==> src/rtl/intr_stat_ctrl.sv <==
// Interrupt status collector: per-source edge/level detection, sticky W1C status and
// overflow flags, registered aggregate. Define INTR_SYNC_EN to add 2-flop input synchronizers.
module intr_stat_ctrl #(
   parameter int unsigned N_SRC = 8
) (
   input  logic             i_clk,
   input  logic             i_rst_n,
   input  logic [N_SRC-1:0] i_src,
   input  logic [N_SRC-1:0] i_src_edge,
   input  logic [N_SRC-1:0] i_en,
   input  logic             i_clr_valid,
   input  logic [N_SRC-1:0] i_clr_mask,
   input  logic             i_set_valid,
   input  logic [N_SRC-1:0] i_set_mask,
   output logic [N_SRC-1:0] o_raw_stat,
   output logic [N_SRC-1:0] o_ovf,
   output logic             o_intr_stat
);

   logic [N_SRC-1:0] src_s;
   logic [N_SRC-1:0] src_d_r;
   logic [N_SRC-1:0] stat_r;
   logic [N_SRC-1:0] ovf_r;
   logic [N_SRC-1:0] evt;
   logic [N_SRC-1:0] set_vec;
   logic [N_SRC-1:0] clr_vec;
   logic [N_SRC-1:0] stat_nxt;
   logic [N_SRC-1:0] ovf_nxt;

`ifdef INTR_SYNC_EN
   logic [N_SRC-1:0] sync1_r;
   logic [N_SRC-1:0] sync2_r;

   always_ff @(posedge i_clk or negedge i_rst_n) begin
      if (!i_rst_n) begin
         sync1_r <= '0;
         sync2_r <= '0;
      end else begin
         sync1_r <= i_src;
         sync2_r <= sync1_r;
      end
   end

   assign src_s = sync2_r;
`else
   assign src_s = i_src;
`endif

   // Set has priority over clear so an event arriving with a W1C is never lost.
   always_comb begin
      evt      = (src_s & ~src_d_r & i_src_edge) | (src_s & ~i_src_edge);
      set_vec  = evt | ({N_SRC{i_set_valid}} & i_set_mask);
      clr_vec  = {N_SRC{i_clr_valid}} & i_clr_mask;
      stat_nxt = set_vec | (stat_r & ~clr_vec);
      ovf_nxt  = (evt & stat_r & ~clr_vec & i_src_edge) | (ovf_r & ~clr_vec);
   end

   always_ff @(posedge i_clk or negedge i_rst_n) begin
      if (!i_rst_n) begin
         src_d_r     <= '0;
         stat_r      <= '0;
         ovf_r       <= '0;
         o_intr_stat <= 1'b0;
      end else begin
         src_d_r     <= src_s;
         stat_r      <= stat_nxt;
         ovf_r       <= ovf_nxt;
         o_intr_stat <= |(stat_r & i_en);
      end
   end

   assign o_raw_stat = stat_r;
   assign o_ovf      = ovf_r;

endmodule

==> config.mk <==
export PLATFORM = sky130hd
export DESIGN_NAME = intr_stat_ctrl
export DESIGN_NICKNAME = d
export VERILOG_FILES = /design/src/rtl/intr_stat_ctrl.sv
export SDC_FILE = /design/constraint.sdc
export NUM_CORES = 1
export LEC_CHECK = 0
export CORE_MARGIN = 4
export CORE_UTILIZATION = 36
export DETAILED_ROUTE_END_ITERATION = 16
export HOLD_SLACK_MARGIN = 0.15
export PLACE_DENSITY = 0.88
export SYNTH_ARGS = -nofsm -noshare
export SYNTH_HDL_FRONTEND = slang
export SYNTH_SLANG_ARGS = --single-unit
==> constraint.sdc <==
create_clock -name i_clk -period 1.26 [get_ports i_clk]
set_clock_uncertainty 0.15 [all_clocks]
set_input_delay 0.252 -clock i_clk [delete_from_list [all_inputs] [get_ports i_clk]]
set_output_delay 0.252 -clock i_clk [all_outputs]
set_load 0.01 [all_outputs]
**Yosys cells after proc, flatten, opt, wreduce, memory -nomap -nowiden**

Index checks and enable logic that the tools add are counted.

- Bits in registers: 25
- Input bits: 44
- Output and inout bits: 17
- Logic and storage cells: 23

- Bitwise gates (word level): 18
- Reduce and logical (&&, ||, !) cells: 1

Operators with widths:

| operator | count |
|---|---|
| $and 8x8->8 | 11 |
| $or 8x8->8 | 4 |
| $not 8->8 | 3 |
| $reduce_or 8->1 | 1 |

**Depth between registers and ports, before layout**

Gate-level depths: netlist of the first run.

- Depth after elaboration: 8
- Gate-level depth with buffers: 3
- Mapped depth without buffers: 2

**Least setup slack after synthesis of the first run**

Ideal clock, no wire load.

- Path type: register to register
- Start point: reg stat_r[6], in the netlist o_raw_stat[6]
- End point: reg ovf_r[6], in the netlist o_ovf[6]
- Setup time: 0.119 ns
- Arrival: 0.768 ns
- Required time: 0.991 ns
- Path slack: 0.224 ns
- Stages on the path, launching flop included: 3
- Path buffers: 0
- Cells stage by stage: dfrtp_1 and4b_1 o21a_1

- Word-level cells in the longest chain between the ends: 4

RTL lines:

| element | RTL line | text |
|---|---|---|
| from (decl) | 22 | `logic [N_SRC-1:0] stat_r;` |
| from (signal assigned) | 66 | `stat_r <= stat_nxt;` |
| $and 8x8->8 (3 in series) | 55 | `ovf_nxt = (evt & stat_r & ~clr_vec & i_src_edge) \| (ovf_r & ~clr_vec);` |
| $or 8x8->8 | 55 |  |
| named net ovf_nxt[6] | 28 | `logic [N_SRC-1:0] ovf_nxt;` |
| to (signal assigned) | 67 | `ovf_r <= ovf_nxt;` |
| to (decl) | 23 | `logic [N_SRC-1:0] ovf_r;` |

The timed path passes the listed nets, and every way through them passes these cells.

**Final worst setup path of the first run**

- Start point: reg stat_r[6], in the netlist o_raw_stat[6]
- End point: out o_raw_stat[6]

RTL lines:

| element | RTL line | text |
|---|---|---|
| to (decl) | 15 | `output logic [N_SRC-1:0] o_raw_stat,` |

No word-level cell between the ends.

==> results of run 1 <==
registers in the layout, summed over array words and instances (netlist names):
| signal | cells |
|---|---|
| src_d_r | 8 |
| o_raw_stat | 8 |
| o_ovf | 8 |
| o_intr_stat | 1 |
final timing paths:
| path | slack, ns | end | startpoint |
|---|---|---|---|
| worst max-delay path | -0.02 | o_raw_stat[6] | o_raw_stat[6]$_DFF_PN0_ |
| worst min-delay path | 0.24 | src_d_r[6]$_DFF_PN0_ | i_src[6] |
| worst max register to register | -0.01 | o_ovf[3]$_DFF_PN0_ | o_raw_stat[3]$_DFF_PN0_ |
| worst min register to register | 0.35 | o_ovf[1]$_DFF_PN0_ | o_ovf[1]$_DFF_PN0_ |
| max in group asynchronous | 0.14 | src_d_r[5]$_DFF_PN0_ | i_rst_n |
| min in group asynchronous | 0.67 | o_raw_stat[3]$_DFF_PN0_ | i_rst_n |
where the power goes:
group	switching, mW	leakage (nW)	internal, mW
sequential	0.0345	0.285	0.865
combinational	0.165	0.500	0.303
clock	0.240	0.0139	0.121
total	0.439	0.799	1.29
logic make-up (layout without fill, tap and decap cells):
| logic type | after synthesis | after routing | synth area share (%) |
|---|---|---|---|
| flip-flops | 25 | 25 | 63.37 |
| buffers and inverters | 2 | 90 | 1.267 |
| AO/OA/AOI/OAI | 28 | 28 | 23.32 |
| AND/OR/NAND/NOR | 17 | 17 | 12.04 |
metal layers:
metal / track usage, % / up-vias
met5: 0 / -
met4: 2.848 / 0
met3: 4.255 / 0
met2: 29.63 / 54
met1: 21.71 / 477
li1: - / 457
cells in the final DEF (no fill, tap or decap):
master	netlist	layout
clkdlybuf4s50_1	0	43
dfrtp_1	25	25
buf_4	1	24
buf_2	1	14
and4b_1	8	8
o21a_1	8	8
a21boi_0	8	8
a221o_1	8	8
nand2_1	7	7
a22oi_1	4	3
clkbuf_4	0	3
buf_6	0	3
nand2_2	1	1
a22oi_2	0	1
nand4_1	1	1
clkinvlp_4	0	1
dlygate4sd3_1	0	1
buf_12	0	1
timing repair:
item                                   CTS  global route
hold buffers                             1             0
gates resized for setup                 70             2
setup endpoints to repair               17            19
endpoints found under the hold margin   25             0
pin swaps                                0             3
setup buffers                            3             5
metrics by stage:
| stage | hold slack, ns | setup WS [ns] | cell area (um2) |
|---|---|---|---|
| finish | 0.2432 | -0.02396 | 1792 |
| global route | 0.2394 | -0.07501 | 1792 |
| CTS | 0.2368 | -0.04095 | 1750 |
| detailed placement | 0.3321 | -0.2841 | 1760 |
| global placement | 0.3236 | -0.2365 | 1760 |
| floorplan | -0.1936 | 0.2237 | 987.2 |
area by class of cell:
class / count / area (um2)
clock buffers: 3 / 22.52
clock inverters: 1 / 7.507
fillers: 175 / 753.2
multi-input cells: 45 / 354.1
flip-flops and latches: 25 / 625.6
well taps: 30 / 37.54
repair buffers: 86 / 744.5
==> summary.txt, run 1 <==
Setup path
  • Required @ worst endpoint: 0.86 ns
  • Worst path max stage delay: 0.42 ns
  • Worst Setup Start Kind: flip-flop
  • Slowest cell on the critical path: dfrtp_1
  • Critical path type: flip-flop to output pin
  • Critical path arrival: 0.88 ns
  • FF-to-FF path depth: 4
  • Crit-path cells: buf_2
  • Setup crit end kind: output pin
  • Crit Path Max Fanout: 2
  • Worst path buffer plus inverter count: 1
  • Stages on the worst setup path: 1
  • Delay-heaviest family, CP: flip-flops

Floorplanning
  • Die H: 60.37 um
  • Die W: 60.37 um
  • Full die area: 3644 um2
  • I/O pin count: 61
  • Site row count: 18
  • Core area: 2545 um2
  • Initial Utilization: 38.79%

Clock tree
  • Total CTS buffers: 3
  • CTS sink count: 25
  • CTS tree: yes
  • Clock slew at reported path FFs: 0.14 ns
  • # H-tree levels: 1
  • Root Buffer: clkbuf_4
  • Bufs on Longest Clock Path: 2
  • Worst skew pair latency: 0.32 ns

STA
  • Fraction of the cycle the final worst path needs: 101.9%
  • TNS Setup: -0.1159 ns
  • Relative slew slack: 85.34%
  • Fmax: 0.7788 GHz
  • Post-layout min period: 1.284 ns
  • Final count of pins violating max slew: 0
  • # setup viols final: 10
  • Fin. Hold Viols: 0
  • RSZ-0062 raised after global routing: yes
  • Final worst slack: -0.02396 ns
  • Worst-margin pin slew: 0.2199 ns

Synthesis
  • Synth Register Bits: 25
  • Post-Syn Area per Cell: 13.71 um2
  • Netlist cell types: 11
  • Share of Yosys cell area claimed by the top area cell type: 63.37%
  • Synth area leader: dfrtp_1
  • Ys flop type: dfrtp_1
  • Most frequent cells after synthesis: 25 x dfrtp_1, 8 x a21boi_0, 8 x a221o_1, 8 x and4b_1, 8 x o21a_1
  • Most common cell in the netlist: dfrtp_1
  • Synthesized net count: 116
  • Syn Inst Count: 72
  • Top post-synthesis cells by area: dfrtp_1 63%, a221o_1 8.1%, and4b_1 8.1%, a21boi_0 6.1%, o21a_1 6.1%
  • Number of enable flip-flop cells after synthesis: 0
  • Sequential-to-total area share from yosys stat: 63.37%
  • Yosys warning count: 0
  • Cell Area, Synth: 987.2 um2
  • Asr flop ratio synth: 100.0%

Global route
  • First-pass GRT wire length: 4671 um
  • Vias in the first global route: 1031
  • Initial antenna violation count: 0
  • Largest net degree at the start of global routing: 26
  • Tot GR Track Use: 17.00%
  • Grt ovf: 0

Final layout
  • Syn-to-layout area delta: 81.50%
  • Layout Nets: 205
  • # diodes: 0
  • Util after Layout: 70.40%
  • Share of cells above drive strength 1: 30.00%
  • Final Non-Filler Cells: 190

Routing
  • Metal2 WL: 1454 um
  • Drt pass-1 iters: 4
  • Metal3 WL: 352 um
  • DRC viols: 0
  • Via count: 988
  • Starting DRT DRC Count: 23
  • Detail Route Antenna Nets: 0
  • Wire per inst: 15.84 um
  • Routed WL: 3009 um
  • DRT met1 WL: 1202 um
  • Top sig layer: met3
  • Vias per inst: 5.200

Power
  • Total Power: 1.728 mW
  • Maximum vdd drop: 674.4 uV
  • PwrDens: 964.5 nW/um2
  • Leak: 0.7988 nW

Placement
  • Dpl hpwl: 2358 um
  • Placed insts: 178
  • GP Congestion: 0.7866
  • PortBufs: 60

Run status
  • Status: finished with violations
  • Violations in the final reports: setup timing

Flow run
  • Max cap viols: 0

Min path
  • Hold Crit Class: input port to flip-flop
  • Worst hold path depth: 1
No activity file was read; power rests on OpenSTA's default activity.
==> run 2, diff against run 1 <==
--- a/config.mk
+++ b/config.mk
@@ -10,6 +10,7 @@
 export DETAILED_ROUTE_END_ITERATION = 16
 export HOLD_SLACK_MARGIN = 0.15
 export PLACE_DENSITY = 0.88
+export SETUP_SLACK_MARGIN = 0.5
 export SYNTH_ARGS = -nofsm -noshare
 export SYNTH_HDL_FRONTEND = slang
 export SYNTH_SLANG_ARGS = --single-unit
==> summary.txt, run 2 (synthesized netlist as in run 1, its figures left out) <==
Run status
  • Status: finished with violations
  • Violations in the final reports: setup timing

Global route
  • First-pass GRT wire length: 4871 um (+4.3%)
  • Vias in the first global route: 1090 (+5.7%)
  • Largest net degree at the start of global routing: 26 (unchanged)
  • Initial antenna violation count: 0 (unchanged)
  • Grt ovf: 0 (unchanged)
  • Tot GR Track Use: 17.92% (+0.92 points)

STA
  • Post-layout min period: 1.299 ns (+0.01458 ns)
  • Final count of pins violating max slew: 0 (unchanged)
  • RSZ-0062 raised after global routing: yes
  • # setup viols final: 15 (+5)
  • Final worst slack: -0.03853 ns (-0.01458 ns)
  • Fmax: 0.7701 GHz (-1.1%)
  • Relative slew slack: 87.83% (+2.5 points)
  • Fin. Hold Viols: 0 (unchanged)
  • TNS Setup: -0.3125 ns (-0.1966 ns)
  • Fraction of the cycle the final worst path needs: 103.1% (+1.2 points)
  • Worst-margin pin slew: 0.1809 ns (-0.03899 ns)
  • WHS: 0.09382 ns (-0.1493 ns)

Clock tree
  • CTS tree: yes
  • CTS sink count: 25 (unchanged)
  • # H-tree levels: 1 (unchanged)
  • Worst skew pair latency: 0.32 ns (about the same)
  • Clock slew at reported path FFs: 0.16 ns (+0.02 ns)
  • Root Buffer: clkbuf_4
  • Bufs on Longest Clock Path: 2 (unchanged)
  • Total CTS buffers: 3 (unchanged)

Final layout
  • Commonest cells after routing, fill and taps aside: 41 x clkdlybuf4s50_1, 25 x dfrtp_1, 16 x buf_6
  • Post-layout instance area: 1866 um2 (+4.1%)
  • Layout Nets: 206 (+0.49%)
  • Syn-to-layout area delta: 88.97%
  • Fillers: 176 (+0.57%)
  • Commonest non-fill, non-tap cell in the layout: clkdlybuf4s50_1
  • # diodes: 0 (unchanged)
  • Multi-input logic area: 376.6 um2 (+6.4%)
  • Register cell area after layout: 625.6 um2 (unchanged)
  • Share of cells above drive strength 1: 34.78% (+4.8 points)

Setup path
  • Worst Setup Start Kind: flip-flop
  • Crit Path Max Fanout: 2 (unchanged)
  • Worst path max stage delay: 0.43 ns (about the same)
  • Critical path arrival: 0.90 ns (+0.02 ns)
  • Required @ worst endpoint: 0.86 ns (about the same)
  • Delay-heaviest family, CP: flip-flops
  • FF-to-FF End: o_ovf[7]$_DFF_PN0_
  • Worst r2r src: o_raw_stat[7]$_DFF_PN0_
  • Critical path type: flip-flop to output pin
  • FF-to-FF path depth: 4 (unchanged)
  • Crit-path cells: buf_2
  • Worst path buffer plus inverter count: 1 (unchanged)
  • Flop2flop setup slack: 0.01 ns (+0.02 ns)
  • Setup crit end kind: output pin
  • Slowest cell on the critical path: dfrtp_1

Min path
  • Hold Crit Class: input port to async pin

Routing
  • Drt pass-1 iters: 4 (unchanged)
  • Vias per inst: 5.162 (-0.72%)
  • Via count: 986 (-0.20%)
  • Starting DRT DRC Count: 21 (-8.7%)
  • DRC viols: 0 (unchanged)
  • Detail Route Antenna Nets: 0 (unchanged)
  • Wire per inst: 16.53 um (+4.4%)
  • Routed WL: 3157 um (+4.9%)

Floorplanning
  • Die H: 60.37 um (unchanged)
  • I/O pin count: 61 (unchanged)
  • Full die area: 3644 um2 (unchanged)
  • Initial Utilization: 38.79% (unchanged)
  • Core area: 2545 um2 (unchanged)
  • Site row count: 18 (unchanged)
  • Die W: 60.37 um (unchanged)

Placement
  • Dpl hpwl: 2424 um (+2.8%)
  • Placed Area: 1753 um2 (-0.43%)
  • PortBufs: 60 (unchanged)
  • GP Congestion: 0.7335 (-6.8%)

Power
  • Maximum vdd drop: 661.1 uV (-2.0%)
  • Leak: 0.8275 nW (+3.6%)
  • PwrDens: 959.0 nW/um2 (-0.57%)

Flow run
  • Max cap viols: 0 (unchanged)
## run 2: cell count changes in the layout (fill, tap and decap cells not counted)
cell / change
dlygate4sd3_1: -1
a22oi_1: -3
buf_6: +13
a22oi_2: +3
dlygate4sd2_1: +2
clkdlybuf4s50_1: -2
nand2_1: -3
buf_4: -11
nand2_2: +3
## run 2: worst max path at each step
stage                             from                       to  cells after the start
4_1_cts        o_raw_stat[7]$_DFF_PN0_            o_raw_stat[7]                      1
5_1_grt        o_raw_stat[3]$_DFF_PN0_            o_raw_stat[3]                      1
3_5_place_dp               i_clr_valid  o_raw_stat[2]$_DFF_PN0_                      4
3_3_place_gp               i_clr_valid  o_raw_stat[5]$_DFF_PN0_                      4
2_1_floorplan  o_raw_stat[0]$_DFF_PN0_       o_ovf[0]$_DFF_PN0_                      2
6_report       o_raw_stat[7]$_DFF_PN0_            o_raw_stat[7]                      1
## run 2: per-stage QoR
| step | utilization, % | instances | total power [mW] | worst slack [ns] |
|---|---|---|---|---|
| after floorplan | - | 72 | 1.037 | 0.2501 |
| after global placement | 68.88 | 176 | 1.365 | -0.2501 |
| after detailed placement | 68.88 | 176 | 1.379 | -0.2972 |
| after CTS | 69.17 | 182 | 1.707 | -0.02646 |
| after global routing | 73.30 | 191 | 1.863 | -0.07521 |
| final | 73.30 | 191 | 1.789 | -0.03853 |
## run 2: cell type report
cell class | count | share of cell area [%]
Clock buffer | 3 | 1.207
Clock inverter | 1 | 0.4024
Multi-Input combinational cell | 45 | 20.19
Sequential cell | 25 | 33.53
Tap cell | 30 | 2.012
Timing Repair Buffer | 87 | 42.66
## run 2: power breakdown
group	switching (mW)	internal [mW]	leakage [nW]
Sequential	0.0398	0.866	0.285
Clock	0.256	0.121	0.0139
Combinational	0.176	0.330	0.529
Total	0.472	1.32	0.828
## run 2: per-layer routing
metal / GRT usage, % / share of wire, % / wire length, um / vias to the layer above
li1: - / - / - / 459
met1: 22.48 / 39 / 1240 / 471
met2: 32.25 / 51 / 1615 / 52
met3: 3.830 / 8.5 / 268 / 4
met4: 2.848 / 1.0 / 32 / 0
met5: 0 / 0 / 0 / -
## run 2: what timing repair did
action,CTS,global route
buffers inserted,2,9
setup endpoints to repair,34,34
endpoints found under the hold margin,25,25
pin swaps,4,3
resized for setup,82,8
